**src/rtl/imem_loader_if.sv**
```systemverilog
// imem_loader_if: byte-stream sink and instruction-memory write port of the loader.
// latency: none, bundle of wires only.
// backpressure: byte stream is valid/ready, write port is fire-and-forget (no stall).
//
// Signals:
//   byte_valid / byte_data / byte_ready : byte stream, transfer when valid && ready
//   mem_we / mem_waddr / mem_wdata      : single-cycle word write into the IMEM
//
// Modports:
//   master : the loader (sinks bytes, drives the write port)
//   slave  : the environment (sources bytes, observes/implements the write port)
interface imem_loader_if #(
  parameter int ADDR_W = 6
);
  logic              byte_valid;
  logic [7:0]        byte_data;
  logic              byte_ready;
  logic              mem_we;
  logic [ADDR_W-1:0] mem_waddr;
  logic [31:0]       mem_wdata;

  modport master (
    input  byte_valid,
    input  byte_data,
    output byte_ready,
    output mem_we,
    output mem_waddr,
    output mem_wdata
  );

  modport slave (
    output byte_valid,
    output byte_data,
    input  byte_ready,
    input  mem_we,
    input  mem_waddr,
    input  mem_wdata
  );
endinterface

```
**src/rtl/imem_loader.sv**
```systemverilog
// imem_loader: reloads the instruction memory from a byte stream while the core is held in reset.
// latency: 2 + 5N cycles from start to done for N words with a gap-free stream.
// backpressure: byte_ready drops only during the one-cycle WRITE slot; stream gaps simply stall.
//
// Ports:
//   clk, reset  : clock, asynchronous active-high reset
//   start       : one-cycle load request, honoured only when idle or in error
//   bus         : imem_loader_if.master (byte stream in, IMEM write port out)
//   cpu_reset   : holds the core in reset while loading or after a failed load
//   busy        : load in progress
//   done        : one-cycle pulse when a load completes with a good checksum
//   error       : sticky failure flag, cleared by the next start
//
// Stream format: N (1..DEPTH), then 4*N data bytes little-endian per word,
// then one byte equal to the XOR of all data bytes (header excluded).
module imem_loader #(
  parameter int DEPTH  = 64,
  parameter int ADDR_W = 6
) (
  input  logic          clk,
  input  logic          reset,
  input  logic          start,
  imem_loader_if.master bus,
  output logic          cpu_reset,
  output logic          busy,
  output logic          done,
  output logic          error
);

  // Word count needs one bit more than the address to hold DEPTH itself.
  localparam int         CNT_W     = ADDR_W + 1;
  localparam logic [8:0] DEPTH_LIM = 9'(DEPTH);

  typedef enum logic [2:0] {
    S_IDLE  = 3'd0,
    S_HDR   = 3'd1,
    S_DATA  = 3'd2,
    S_WRITE = 3'd3,
    S_CHK   = 3'd4,
    S_ERR   = 3'd5
  } state_t;

  state_t state_q, state_d;

  // Datapath state
  logic [CNT_W-1:0]  count_q, count_d;
  logic [ADDR_W-1:0] index_q, index_d;
  logic [1:0]        lane_q, lane_d;
  logic [7:0]        csum_q, csum_d;
  logic [31:0]       word_q, word_d;

  // Registered outputs
  logic              mem_we_q, mem_we_d;
  logic [ADDR_W-1:0] mem_waddr_q, mem_waddr_d;
  logic [31:0]       mem_wdata_q, mem_wdata_d;
  logic              cpu_reset_q, cpu_reset_d;
  logic              busy_q, busy_d;
  logic              done_q, done_d;
  logic              error_q, error_d;

  logic ready;
  logic xfer;
  logic start_ok;
  logic hdr_bad;
  logic last_word;
  logic chk_match;

  // byte_ready is the only output decoded straight from state.
  assign ready = (state_q == S_HDR) || (state_q == S_DATA) || (state_q == S_CHK);
  assign xfer  = bus.byte_valid && ready;

  // start is ignored while busy, so it has no effect outside IDLE/ERR.
  assign start_ok = start && ((state_q == S_IDLE) || (state_q == S_ERR));

  // Header is compared in 9 bits so DEPTH up to 256 fits without truncation.
  assign hdr_bad = (bus.byte_data == 8'd0) || ({1'b0, bus.byte_data} > DEPTH_LIM);

  // count_q >= 1 whenever WRITE is reached, so the subtraction cannot underflow.
  assign last_word = ({1'b0, index_q} == (count_q - CNT_W'(1)));

  assign chk_match = (bus.byte_data == csum_q);

  // ---------------------------------------------------------------------------
  // State register
  // ---------------------------------------------------------------------------
  always_ff @(posedge clk or posedge reset) begin
    if (reset) begin
      state_q <= S_IDLE;
    end else begin
      state_q <= state_d;
    end
  end

  // ---------------------------------------------------------------------------
  // Next-state logic
  // ---------------------------------------------------------------------------
  always_comb begin
    state_d = state_q;
    unique case (state_q)
      S_IDLE, S_ERR: begin
        if (start_ok) state_d = S_HDR;
      end
      S_HDR: begin
        if (xfer) state_d = hdr_bad ? S_ERR : S_DATA;
      end
      S_DATA: begin
        if (xfer && (lane_q == 2'd3)) state_d = S_WRITE;
      end
      S_WRITE: begin
        state_d = last_word ? S_CHK : S_DATA;
      end
      S_CHK: begin
        if (xfer) state_d = chk_match ? S_IDLE : S_ERR;
      end
      default: begin
        state_d = S_IDLE;
      end
    endcase
  end

  // ---------------------------------------------------------------------------
  // Datapath and output next-values
  // ---------------------------------------------------------------------------
  always_comb begin
    count_d = count_q;
    index_d = index_q;
    lane_d  = lane_q;
    csum_d  = csum_q;
    word_d  = word_q;

    unique case (state_q)
      S_IDLE, S_ERR: begin
        if (start_ok) begin
          csum_d  = 8'd0;
          index_d = '0;
          lane_d  = 2'd0;
        end
      end
      S_HDR: begin
        if (xfer && !hdr_bad) count_d = CNT_W'(bus.byte_data);
      end
      S_DATA: begin
        if (xfer) begin
          // Lane 0 lands in bits [7:0]: little-endian assembly.
          word_d[{lane_q, 3'b000} +: 8] = bus.byte_data;
          lane_d = lane_q + 2'd1;
          csum_d = csum_q ^ bus.byte_data;
        end
      end
      S_WRITE: begin
        // The header range check guarantees index stops at DEPTH-1, never wraps.
        if (!last_word) index_d = index_q + ADDR_W'(1);
      end
      default: begin
      end
    endcase

    // Outputs are registered from the next state, so they line up with
    // the state they describe rather than lagging it by a cycle.
    busy_d      = (state_d == S_HDR) || (state_d == S_DATA) ||
                  (state_d == S_WRITE) || (state_d == S_CHK);
    cpu_reset_d = busy_d || (state_d == S_ERR);
    error_d     = (state_d == S_ERR);
    mem_we_d    = (state_d == S_WRITE);
    done_d      = (state_q == S_CHK) && (state_d == S_IDLE);

    // Entering WRITE, word_d already holds lane 3 and index_d the target slot.
    mem_waddr_d = mem_we_d ? index_d : mem_waddr_q;
    mem_wdata_d = mem_we_d ? word_d  : mem_wdata_q;
  end

  // ---------------------------------------------------------------------------
  // Datapath / output registers
  // ---------------------------------------------------------------------------
  always_ff @(posedge clk or posedge reset) begin
    if (reset) begin
      count_q     <= '0;
      index_q     <= '0;
      lane_q      <= 2'd0;
      csum_q      <= 8'd0;
      word_q      <= 32'd0;
      mem_we_q    <= 1'b0;
      mem_waddr_q <= '0;
      mem_wdata_q <= 32'd0;
      cpu_reset_q <= 1'b0;
      busy_q      <= 1'b0;
      done_q      <= 1'b0;
      error_q     <= 1'b0;
    end else begin
      count_q     <= count_d;
      index_q     <= index_d;
      lane_q      <= lane_d;
      csum_q      <= csum_d;
      word_q      <= word_d;
      mem_we_q    <= mem_we_d;
      mem_waddr_q <= mem_waddr_d;
      mem_wdata_q <= mem_wdata_d;
      cpu_reset_q <= cpu_reset_d;
      busy_q      <= busy_d;
      done_q      <= done_d;
      error_q     <= error_d;
    end
  end

  assign bus.byte_ready = ready;
  assign bus.mem_we     = mem_we_q;
  assign bus.mem_waddr  = mem_waddr_q;
  assign bus.mem_wdata  = mem_wdata_q;
  assign cpu_reset      = cpu_reset_q;
  assign busy           = busy_q;
  assign done           = done_q;
  assign error          = error_q;

endmodule

```
**src/flat_wrapper.sv**
```systemverilog
// flat-port wrapper written by rule: the top's interface ports become plain ports
module imem_loader_flat 
#(
  parameter int DEPTH  = 64,
  parameter int ADDR_W = 6
)
  (clk, reset, start, cpu_reset, busy, done, error, bus_byte_valid, bus_byte_data, bus_byte_ready, bus_mem_we, bus_mem_waddr, bus_mem_wdata);
  imem_loader_if #(.ADDR_W(ADDR_W)) bus_i ();
  input  logic clk;
  input  logic reset;
  input  logic start;
  output logic cpu_reset;
  output logic busy;
  output logic done;
  output logic error;
  input wire logic [$bits(bus_i.byte_valid)-1:0] bus_byte_valid;
  input wire logic [$bits(bus_i.byte_data)-1:0] bus_byte_data;
  output wire logic [$bits(bus_i.byte_ready)-1:0] bus_byte_ready;
  output wire logic [$bits(bus_i.mem_we)-1:0] bus_mem_we;
  output wire logic [$bits(bus_i.mem_waddr)-1:0] bus_mem_waddr;
  output wire logic [$bits(bus_i.mem_wdata)-1:0] bus_mem_wdata;
  assign bus_i.byte_valid = bus_byte_valid;
  assign bus_i.byte_data = bus_byte_data;
  assign bus_byte_ready = bus_i.byte_ready;
  assign bus_mem_we = bus_i.mem_we;
  assign bus_mem_waddr = bus_i.mem_waddr;
  assign bus_mem_wdata = bus_i.mem_wdata;
  imem_loader #(.DEPTH(DEPTH), .ADDR_W(ADDR_W)) u_core (.clk(clk), .reset(reset), .start(start), .bus(bus_i), .cpu_reset(cpu_reset), .busy(busy), .done(done), .error(error));
endmodule
```
**config.mk**
```make
export PLATFORM = sky130hd
export DESIGN_NAME = imem_loader_flat
export DESIGN_NICKNAME = d
export VERILOG_FILES = /design/src/rtl/imem_loader_if.sv /design/src/rtl/imem_loader.sv /design/src/flat_wrapper.sv
export SDC_FILE = /design/constraint.sdc
export NUM_CORES = 1
export LEC_CHECK = 0
export CAP_MARGIN = 20
export CORE_MARGIN = 3
export CORE_UTILIZATION = 35
export DETAILED_ROUTE_END_ITERATION = 8
export PLACE_DENSITY_LB_ADDON = 0.25
export SLEW_MARGIN = 20
export SYNTH_ARGS = -nofsm -noshare
export SYNTH_HDL_FRONTEND = slang
export SYNTH_SLANG_ARGS = --single-unit
```
**constraint.sdc**
```tcl
create_clock -name clk -period 6.99 [get_ports clk]
set_input_delay 0.699 -clock clk [delete_from_list [all_inputs] [get_ports clk]]
set_output_delay 0.699 -clock clk [all_outputs]
set_load 0.005 [all_outputs]
```
==> out/results.ini <==
[timing]
timing.slew.headroom_pct = 36.83
final_hold_viol_count = 0
clock.fmax_mhz = 319.3
min_period_over_period_pct = 44.80
setup_viol_count_final = 0
rsz0062_at_grt = false
finalCriticalPeriod_ns = 3.131
tightest_slew_ns = 0.9456
setup_tns_ns = 0
final_max_slew_viol_count = 0
holdWs_ns = 0.4866
skew_ns = 0.007693

[grt]
overflow = 0
grt.total_usage_pct = 16.55
grt_max_degree = 62
grt_pass1_wl_um = 17020
antenna_found_initial = 0
grt_pass1_vias = 3210

[setup_path]
cp_cell_sequence = clkdlybuf4s50_1 -> or4_1 -> nor3_1 -> xnor2_1 -> nor3b_2 -> mux2_1
worstPathArrival_ns = 3.36
crit_family = simple AND/OR/NAND/NOR gates
max_stage_delay_ns = 0.64
critPathRequiredTime_ns = 7.22
cp-start-kind = primary input
path_class = in -> reg
setup.worst_path.end_class = flop
r2r_start = u_core.count_q[0]
cp-startpoint = bus_byte_data[3]
path_max_fanout = 10
crit_buf_inv = 1
critical-path-slowest-cell = clkdlybuf4s50_1

[layout]
syn2layout_area_growth_pct = 21.43
final_cell_area_um2 = 5167
layout_common_cells = dfrtp_1, nand2_1, clkdlybuf4s50_1
n_fill_cell = 1110
multi_input_area_um2 = 1755
final_layout_size_suffix_gt1_share_pct = 10.60
seq_area_um2 = 2327
final_nets = 467
layout_commonest_cell = dfrtp_1
diodes = 0

[floorplan]
rows = 39
start_util_pct = 36.49
die_area_um2 = 13520
pin_count = 56
fp.dieW_um = 116.3
die_y_um = 116.3
core-area_um2 = 11660

[pwr]
switching_power_w = 0.0005243
power_frac_seq_pct = 44.3
power.internal_w = 0.001058
combPwrFrac_pct = 26.0
ir_drop_mv = 0.1904
clkPwrFrac_pct = 29.7
power.density_nw_per_um2 = 306.2
swShare_pct = 33.13
p_leak_nw = 2.320

[clocking]
cts.sinks = 93
clockRootBuffer = clkbuf_16
clockBufferDepth = 2
cts_max_level = 3
clk_pin_slew_worst_paths_ns = 0.07
ctsHoldBuffers = 0
ctsResizeCount = 0
postCtsSetupBuffers = 0
numCtsBuffers = 9
cts_tree = done
clock_latency_ns = 0.35

[logic_synthesis]
netlist_area_um2 = 4255
ys_types = 52
synthArstFlopShare_pct = 100.0
ys_seq_area_share_pct = 54.69
synth-edff-count = 0
synth_ff_type = dfrtp_1
netlist_instances = 406
synth-seq-cells = 93
avgSynthCellArea_um2 = 10.48
synth_nets = 425
yosysWarnings = 0

[placed_design]
place_congestion = 0.8056
port-buffer-count = 55
place.detailed.hpwl_um = 6766
place_area_um2 = 4885

[routing]
vias_per_cell = 5.168
drt_iter0_drc = 160
final_antenna_net_count = 0
wl_um = 9999
vias = 3080
first_pass_iters = 4
wl_per_cell_um = 16.78
drc = 0

[min_path]
min_from = u_core.bus.mem_wdata[13]
hold_path.class = reg -> reg

[outcome]
status = complete, no violations

[run]
drv_cap = 0

## flip-flops by register name, indices dropped and copies added, names as in the netlist
register / count
u_core.done: 1
u_core.bus.mem_we: 1
u_core.cpu_reset: 1
u_core.state_q: 3
u_core.csum_q: 8
u_core.bus.mem_wdata: 32
u_core.index_q: 6
u_core.lane_q: 2
u_core.busy: 1
u_core.word_q: 24
u_core.bus.mem_waddr: 6
u_core.error: 1
u_core.count_q: 7
## worst reg2reg max path, cell delays in order, from the launching register on
cell and delay [ns]:
dfrtp_1 0.40, inv_1 0.09, ha_1 0.19, nor3b_2 0.29, nand2_1 0.08, or4b_1 0.47, a31oi_1 0.73, nor4b_1 0.13
a221o_1 0.29
## kinds of logic after synthesis
family / Yosys count / share of synthesized area (%)
flip-flops: 93 / 54.69
AND/OR/NAND/NOR: 141 / 16.52
multiplexers: 26 / 6.822
XOR/XNOR: 14 / 3.234
AO/OA/AOI/OAI: 84 / 12.61
adder cells (fa/ha/maj): 7 / 2.058
buffers and inverters: 41 / 4.057
## worst paths after layout
check                      depth (start not counted)  slack, ns                  endpoint
max                                                6       3.86         u_core.count_q[4]
min                                                2       0.49  u_core.bus.mem_wdata[13]
max reg2reg                                        8       4.19         u_core.index_q[2]
min reg2reg                                        2       0.49  u_core.bus.mem_wdata[13]
max in group asynchronous                          3       5.02  u_core.bus.mem_wdata[29]
min in group asynchronous                          2       0.74         u_core.word_q[18]
## power groups by stage
stage | combinational, W | sequential (W) | clock (W)
final | 0.000412 | 0.000700 | 0.000470
after global routing | 0.000473 | 0.000713 | 0.000508
after CTS | 0.000417 | 0.000700 | 0.000485
after detailed placement | 0.000415 | 0.000711 | 0
after global placement | 0.000405 | 0.000704 | 0
after floorplan | 0.000333 | 0.000669 | 0
## layout make-up
| type | instances | share of cell area, % |
|---|---|---|
| clock buffer | 10 | 4.625 |
| clock inverter | 6 | 0.8475 |
| inverter | 15 | 1.114 |
| multi-input combinational | 272 | 33.97 |
| sequential | 93 | 45.04 |
| tap | 143 | 3.462 |
| timing repair buffer | 57 | 10.94 |
## routing by layer
metal | wire [µm] | GRT usage (%)
met1 | 4677 | 22.43
met2 | 4613 | 26.05
met3 | 553 | 5.181
met4 | 154 | 3.944
met5 | 0 | 0
## per-stage QoR
step | total power, W | std cells | worst slack (ns) | util [%]
global route | 0.001694 | 596 | 3.702 | 44.31
detailed placement | 0.001126 | 580 | 3.460 | 41.88
finish | 0.001582 | 596 | 3.859 | 44.31
floorplan | 0.001003 | 406 | 3.871 | -
global placement | 0.001109 | 580 | 3.535 | 41.88
CTS | 0.001602 | 596 | 3.841 | 44.31
## cell usage after synthesis, drive strengths merged, types with 2 or more instances
cell type,instances,area share [%]
dfrtp,93,55
nand2,81,7.3
o21ai,43,5.1
mux2,24,6.4
a22o,16,3.3
clkbuf,16,1.4
inv,15,1.3
nor2,12,1.1
xnor2,12,2.5
buf,10,1.3
nand3,9,1.1
nand2b,8,1.2
ha,7,2.1
a21oi,5,0.59
nor3,5,0.59
nor3b,5,1.1
o211ai,4,0.82
o22ai,4,0.59
nor2b,3,0.44
or4,3,0.53
a21o,2,0.35
a31oi,2,0.29
and3,2,0.29
mux2i,2,0.47
nand3b,2,0.35
nor4,2,0.44
nor4b,2,0.76
o31a,2,0.41
Note: power is estimated with default switching activity, not from simulation.
